<file path="src/rtl/endpoint_fifo_if.sv">
// Handshake bundle between an endpoint FIFO and its producer/consumer.
// master drives writes/reads and commit controls; slave is the FIFO.
interface endpoint_fifo_if #(
  parameter int unsigned DEPTH = 64,
  parameter int unsigned WIDTH = 8
);
  localparam int unsigned AW = $clog2(DEPTH);

  logic [WIDTH-1:0] data;
  logic             wrreq;
  logic             wr_commit;
  logic             wr_rollback;
  logic [WIDTH-1:0] q;
  logic             rdreq;
  logic             rd_commit;
  logic             rd_rollback;
  logic             full;
  logic             empty;
  logic [AW:0]      count;

  modport master (
    output data, wrreq, wr_commit, wr_rollback, rdreq, rd_commit, rd_rollback,
    input  q, full, empty, count
  );

  modport slave (
    input  data, wrreq, wr_commit, wr_rollback, rdreq, rd_commit, rd_rollback,
    output q, full, empty, count
  );
endinterface

</file>
<file path="src/rtl/endpoint_fifo.sv">
// Byte FIFO with packet commit/rollback on both write and read sides.
// Committed/tentative boundaries are kept as separate base/next pointers per side.
module endpoint_fifo #(
  parameter int unsigned DEPTH = 64,
  parameter int unsigned WIDTH = 8
) (
  input  logic             clk,
  input  logic             reset,
  endpoint_fifo_if.slave   bus
);
  localparam int unsigned AW = $clog2(DEPTH);
  localparam int unsigned PW = AW + 1;

  logic [PW-1:0]    wr_ptr, wr_base, rd_ptr, rd_base;
  logic [PW-1:0]    wr_ptr_nxt, wr_base_nxt, rd_ptr_nxt, rd_base_nxt;
  logic             full_c, empty_c, wr_accept_c, rd_accept_c;
  logic [WIDTH-1:0] mem [DEPTH];

  // Read-but-uncommitted entries still occupy space, so full is measured from rd_base
  always_comb begin
    full_c      = (wr_ptr - rd_base) == PW'(DEPTH);
    empty_c     = (rd_ptr == wr_base);
    wr_accept_c = bus.wrreq & ~full_c & ~bus.wr_rollback;
    rd_accept_c = bus.rdreq & ~empty_c & ~bus.rd_rollback;
  end

  // Write side: rollback beats commit beats plain write
  always_comb begin
    wr_ptr_nxt  = wr_ptr;
    wr_base_nxt = wr_base;
    if (bus.wr_rollback) begin
      wr_ptr_nxt = wr_base;
    end else begin
      if (wr_accept_c) wr_ptr_nxt = wr_ptr + PW'(1);
      if (bus.wr_commit) wr_base_nxt = wr_ptr + PW'(wr_accept_c);
    end
  end

  // Read side mirrors the write side
  always_comb begin
    rd_ptr_nxt  = rd_ptr;
    rd_base_nxt = rd_base;
    if (bus.rd_rollback) begin
      rd_ptr_nxt = rd_base;
    end else begin
      if (rd_accept_c) rd_ptr_nxt = rd_ptr + PW'(1);
      if (bus.rd_commit) rd_base_nxt = rd_ptr + PW'(rd_accept_c);
    end
  end

  always_ff @(posedge clk or posedge reset) begin
    if (reset) begin
      wr_ptr  <= '0;
      wr_base <= '0;
      rd_ptr  <= '0;
      rd_base <= '0;
    end else begin
      wr_ptr  <= wr_ptr_nxt;
      wr_base <= wr_base_nxt;
      rd_ptr  <= rd_ptr_nxt;
      rd_base <= rd_base_nxt;
    end
  end

  // Storage is not reset; contents are only observable behind committed pointers
  always_ff @(posedge clk) begin
    if (wr_accept_c) mem[wr_ptr[AW-1:0]] <= bus.data;
  end

  assign bus.q     = mem[rd_ptr[AW-1:0]];
  assign bus.full  = full_c;
  assign bus.empty = empty_c;
  assign bus.count = wr_base - rd_ptr;
endmodule

</file>
<file path="src/flat_wrapper.sv">
// flat-port wrapper written by rule: the top's interface ports become plain ports
module endpoint_fifo_flat 
#(
  parameter int unsigned DEPTH = 64,
  parameter int unsigned WIDTH = 8
)
  (clk, reset, bus_data, bus_wrreq, bus_wr_commit, bus_wr_rollback, bus_rdreq, bus_rd_commit, bus_rd_rollback, bus_q, bus_full, bus_empty, bus_count);
  endpoint_fifo_if #(.DEPTH(DEPTH), .WIDTH(WIDTH)) bus_i ();
  input  logic clk;
  input  logic reset;
  input wire logic [$bits(bus_i.data)-1:0] bus_data;
  input wire logic [$bits(bus_i.wrreq)-1:0] bus_wrreq;
  input wire logic [$bits(bus_i.wr_commit)-1:0] bus_wr_commit;
  input wire logic [$bits(bus_i.wr_rollback)-1:0] bus_wr_rollback;
  input wire logic [$bits(bus_i.rdreq)-1:0] bus_rdreq;
  input wire logic [$bits(bus_i.rd_commit)-1:0] bus_rd_commit;
  input wire logic [$bits(bus_i.rd_rollback)-1:0] bus_rd_rollback;
  output wire logic [$bits(bus_i.q)-1:0] bus_q;
  output wire logic [$bits(bus_i.full)-1:0] bus_full;
  output wire logic [$bits(bus_i.empty)-1:0] bus_empty;
  output wire logic [$bits(bus_i.count)-1:0] bus_count;
  assign bus_i.data = bus_data;
  assign bus_i.wrreq = bus_wrreq;
  assign bus_i.wr_commit = bus_wr_commit;
  assign bus_i.wr_rollback = bus_wr_rollback;
  assign bus_i.rdreq = bus_rdreq;
  assign bus_i.rd_commit = bus_rd_commit;
  assign bus_i.rd_rollback = bus_rd_rollback;
  assign bus_q = bus_i.q;
  assign bus_full = bus_i.full;
  assign bus_empty = bus_i.empty;
  assign bus_count = bus_i.count;
  endpoint_fifo #(.DEPTH(DEPTH), .WIDTH(WIDTH)) u_core (.clk(clk), .reset(reset), .bus(bus_i));
endmodule
</file>
<file path="config.mk">
export PLATFORM = sky130hd
export DESIGN_NAME = endpoint_fifo_flat
export DESIGN_NICKNAME = d
export VERILOG_FILES = /design/src/rtl/endpoint_fifo_if.sv /design/src/rtl/endpoint_fifo.sv /design/src/flat_wrapper.sv
export SDC_FILE = /design/constraint.sdc
export NUM_CORES = 1
export LEC_CHECK = 0
export ABC_AREA = 1
export CORE_AREA = 2 2 402 205
export DETAILED_ROUTE_END_ITERATION = 10
export DIE_AREA = 0 0 404 207
export GPL_TIMING_DRIVEN = 0
export PLACE_DENSITY_LB_ADDON = 0.1
export SYNTH_ARGS = -nofsm -noshare
export SYNTH_HDL_FRONTEND = slang
export SYNTH_SLANG_ARGS = --single-unit
export TNS_END_PERCENT = 20
</file>
<file path="constraint.sdc">
create_clock -name clk -period 3.6 [get_ports clk]
set_clock_uncertainty 0.15 [all_clocks]
set_input_delay 0.72 -clock clk [delete_from_list [all_inputs] [get_ports clk]]
set_output_delay 0.72 -clock clk [all_outputs]
set_load 0.02 [all_outputs]
</file>
# == Word-level counts from Yosys, hierarchy flattened ==
# Memories as Yosys holds them, arrays and structs flattened.
# Index checks and enable logic that the tools add are counted.
# classes
addsub,6
mul,0
div_mod_pow,0
n_lt_le_gt_ge,0
n_eq_ne,2
shifts,0
n_mux,6
n_bitwise,8
n_reduce_logical,4
# ops
cell,count
7-bit two-way mux,4
7-bit by 1-bit adder with 7-bit output,2
"7-bit by 1-bit adder with 7-bit output, second input constant",2
7-bit subtractor,2
7-bit equality test,1
"7-bit equality test, second input constant",1
1-bit AND,4
1-bit NOT,4
2-bit AND reduction,2
2-bit nonzero test,2
1-bit two-way mux,2
# word_totals
regBits,28
latch_bits,0
ramBits,512
mem_bits_ro,0
in_bits,16
output_inout_bits,17
wordCells,31
memories,1
# memory_table
memory,words,word_bits,rd,rd_ports_with_merged_regs,wr,line_no,text
u_core.mem,64,8,1,0,1,endpoint_fifo.sv:17,logic [WIDTH-1:0] mem [DEPTH];

# == Logic depth before layout (Yosys ltp) ==
# logic_depth
word_depth,7
depth_mapped,18
depth_no_buf,18

# == Worst setup path after synthesis ==
# Ideal clock, no wire load.
# synth_timing
kind,reg-to-output
start,register u_core.rd_ptr[1]
end,output bus_count[5]
arrival_time_ns,2.058
required_ns,2.730
setup_slack_ns,0.672
path_stages_with_launch,12
cell_sequence,dfrtp_1 > buf_2 > inv_2 > buf_2 > buf_2 > ha_1 > nand2_1 > o21ai_0 > a21oi_1 > nor2_1 > nor2_1 > xor2_1
# synth_via
elab_chain_len,1
# synth_rtl
item,line_no,text
start: declaration,endpoint_fifo.sv:14,"logic [PW-1:0] wr_ptr, wr_base, rd_ptr, rd_base;"
start signal: assignment,endpoint_fifo.sv:60,rd_ptr <= rd_ptr_nxt;
7-bit subtractor,endpoint_fifo.sv:73,assign bus.count = wr_base - rd_ptr;
end: declaration,flat_wrapper.sv:21,output wire logic [$bits(bus_i.count)-1:0] bus_count;
# No other way between the ends.

# == Worst setup path in the final report ==
# layout_timing
start,register u_core.rd_ptr[0]
end,output bus_q[2]
# layout_via
elab_chain_len,1
# layout_rtl
item,line_no,text
memory read 64 x 8 bit,n/a,
end: declaration,flat_wrapper.sv:18,output wire logic [$bits(bus_i.q)-1:0] bus_q;
# No other way between the ends.

==> PnR_summary.wiki <==
{| class="wikitable"
! Metric !! Value
|-
| Post-DR wirelength/cell || 25.2 µm
|-
| Share of layout cells above drive strength 1 || 13.6%
|-
| Die area || 83600 µm²
|-
| Initial antenna violation count || 7
|-
| Worst-path maximum fanout || 10
|-
| Area inside the core boundary || 80400 µm²
|-
| Die Wd || 404 µm
|-
| Post-route minimum period || 3.72 ns
|-
| Area growth syn-to-layout || 19.6%
|-
| Critical Setup Path Class || reg2out
|-
| Number of clock sinks || 540
|-
| Cell Pwr Density || 851 nW/µm²
|-
| Cells taking the most area after synthesis || edfxtp_1 64%, nand2_1 11%, nand3_1 4.7%
|-
| Violations in the final reports || negative setup slack
|-
| Worst rel slew slack || 34.2%
|-
| TritonCTS clock tree || done
|-
| Finish-stage setup viols || 2
|-
| Filler cell count in the final layout || 8052
|-
| Via count of the first global-routing pass || 16.7k
|-
| Max Cap Violations || 0
|-
| Final worst path period share || 103%
|-
| CTS Buffer Depth || 3
|-
| Master cell of the clock root buffer || clkbuf_16
|-
| Flip-flop and latch count after synthesis || 540
|-
| Data arrival time at the worst-slack endpoint || 2.85 ns
|-
| Required time of the worst setup path || 2.73 ns
|-
| Routability congestion estimate from global placement || 0.904
|-
| Drt total wl || 89.5 mm
|-
| Number of top-level pins || 33
|-
| Via count || 17.5k
|-
| Maximum number of pins on one net before global-route repair || 65
|-
| Endpoint type of the worst setup path || primary output
|-
| Count of pins over their slew limit || 0
|-
| Outcome || finished, violations left
|-
| Global-route wire length before repair || 126 mm
|-
| Effective utilization at floorplan || 29.7%
|-
| Bufs and invs on worst path || 6
|-
| Top library cells by usage in the layout, fill and taps aside || 685 x nand2_1, 512 x edfxtp_1, 261 x nor2_1
|-
| Family with the most delay on the worst path || buffers and inverters
|-
| Row count || 74
|-
| Cell accounting for the most synthesized area || edfxtp_1
|-
| Post-route DRC || 0
|-
| Unrepaired setup endpoints after global routing || yes
|-
| Worst voltage drop across the vdd grid || 394 µV
|-
| Pleak || 11.2 nW
|-
| Final Power || 24.3 mW
|-
| Number of buffers created by CTS || 52
|-
| Least-Margin Pin Slew || 0.983 ns
|-
| Stage delay of the slowest cell on the critical path || 0.56 ns
|-
| H-tree level count || 2
|-
| Post-synth net total || 2364
|-
| Cells after DPL || 3430
|-
| Classification of the worst-slack hold path || in2reg
|-
| Maximum achievable frequency || 269 MHz
|-
| Post-synthesis cell area || 23800 µm²
|-
| Sequence of cells on the critical path || buf_12 -> clkinv_8 -> buf_12 -> buf_12 -> buf_12 -> nor2_2 -> o211ai_1 -> nand3_1 -> nand2_1 -> nand3_2 -> nand2_2 -> buf_6
|-
| Distinct cell type count after synthesis || 28
|-
| Syn_area_per_cell || 10.2 µm²
|-
| Kind of start point of the critical path || flip-flop
|-
| Count of warnings emitted by yosys || 0
|-
| CP most frequent cell || buf_12
|-
| Slowest stage cell on the critical path || o211ai_1
|-
| ANT nets after route || 0
|-
| Proportion of synthesized chip area in sequential cells || 67.4%
|-
| Final nets || 2476
|-
| Gate count after technology mapping || 2329
|-
| DRT iter0 DRCs || 2070
|-
| Vertical die dimension || 207 µm
|-
| Crit path setup slack, layout || -0.122 ns
|-
| Clk slew on worst S/H paths || 0.06 ns
|-
| # port buffers || 30
|-
| Average via count per standard cell || 4.94
|-
| Clk_lat worst skew || 0.61 ns
|-
| Combined global-route utilization of all metal layers || 21.3%
|-
| Area fraction of the dominant cell type after synthesis || 64.5%
|-
| 1st-pass router iterations || 7
|-
| Final hold viol count || 0
|-
| Leading cell type in the layout, fill and taps excluded || nand2_1
|-
| Estimated wirelength of the detail-placed design || 64.1 mm
|-
| Remaining Overflow, GRT || 0
|-
| Count of placed standard cells in the final layout, fillers left out || 3549
|}
timing repair:
item                                   4_1_cts  5_1_grt
setup buffers                               21        0
endpoints found under the hold margin        0        0
setup endpoints to repair                  533       13
cloned                                       0        1
gates resized for setup                    288       60
hold buffers                                 0        0
pin swaps                                   15       12
power by group:
| part | total, mW | switching, mW | internal, mW |
|---|---|---|---|
| clock network | 5.98 | 2.57 | 3.41 |
| registers | 7.34 | 0.234 | 7.11 |
| logic | 11.0 | 7.56 | 3.39 |
cells by family (layout without fill, tap and decap cells):
family	count (synthesis)	in the layout	synth area share, %
compound gates	172	172	3.70
xor+xnor	18	18	0.661
fa+ha+maj	19	19	1.03
buf+inv	334	489	6.15
flops	540	540	67.4
other cells	0	1	0
simple gates	1246	1246	21.1
flip-flops by register name, indices dropped and copies added, names as in the netlist:
register,flops
u_core.mem,512
u_core.rd_base,7
u_core.rd_ptr,7
u_core.wr_base,7
u_core.wr_ptr,7
stage by stage:
stage	cell area [µm²]	worst slack, ns	utilization, %	setup TNS (ns)	hold WS (ns)
after floorplan	23800	0.672	-	0	0.324
after global placement	25500	-1.05	31.7	-584.06	0.373
after detailed placement	25600	-0.807	31.9	-229.19	0.379
after CTS	28300	-0.209	35.2	-0.479	0.169
after global routing	28500	-0.140	35.5	-0.843	0.167
final	28500	-0.122	35.5	-0.178	0.194
area by class of cell:
class / instances / area [µm²] / share of cell area (%)
multi-input cells: 1455 / 6690 / 23.5
repair buffers: 60 / 673 / 2.36
inverters: 218 / 847 / 2.97
well taps: 1064 / 1330 / 4.67
clock buffers: 60 / 1350 / 4.74
diodes: 1 / 2.50 / 0.00877
flip-flops and latches: 540 / 16100 / 56.4
clock inverters: 37 / 438 / 1.54
plain buffers: 114 / 1110 / 3.88
per-layer routing:
metal,wire [µm],track usage [%]
met1,48400,36.7
met3,7460,4.45
met4,1220,3.09
met2,32400,26.5
met5,13,0
synthesized netlist by cell type:
library cell,instances
buf_2,57
o21ai_1,28
o21ai_0,108
nand3_1,225
nand2_1,708
nand4_1,12
inv_1,213
xor2_1,16
clkinv_1,1
xnor2_1,2
buf_4,25
nor3_1,7
inv_2,3
or2_2,6
o31ai_2,1
edfxtp_1,512
o211ai_1,5
nor2_1,285
buf_6,6
o22ai_1,1
nand2_2,3
ha_1,18
buf_1,5
a21oi_1,29
fa_1,1
dfrtp_1,28
clkbuf_1,23
inv_4,1
final timing paths:
check                                               from                            end  slack [ns]  depth (start not counted)
min in group asynchronous                          reset   u_core.wr_ptr[4]$_DFFE_PP0P_        0.21                          2
max                         u_core.rd_ptr[0]$_DFFE_PP0P_                       bus_q[2]       -0.12                         12
max reg2reg                 u_core.wr_ptr[3]$_DFFE_PP0P_    u_core.mem[36][0]$_DFFE_PP_        0.23                          4
max in group asynchronous                          reset   u_core.rd_ptr[3]$_DFFE_PP0P_        2.65                          3
min                                          bus_data[7]     u_core.mem[9][7]$_DFFE_PP_        0.19                          1
min reg2reg                u_core.wr_base[5]$_DFFE_PP0P_  u_core.wr_base[5]$_DFFE_PP0P_        0.40                          2
Note: power is estimated with default switching activity, not from simulation.
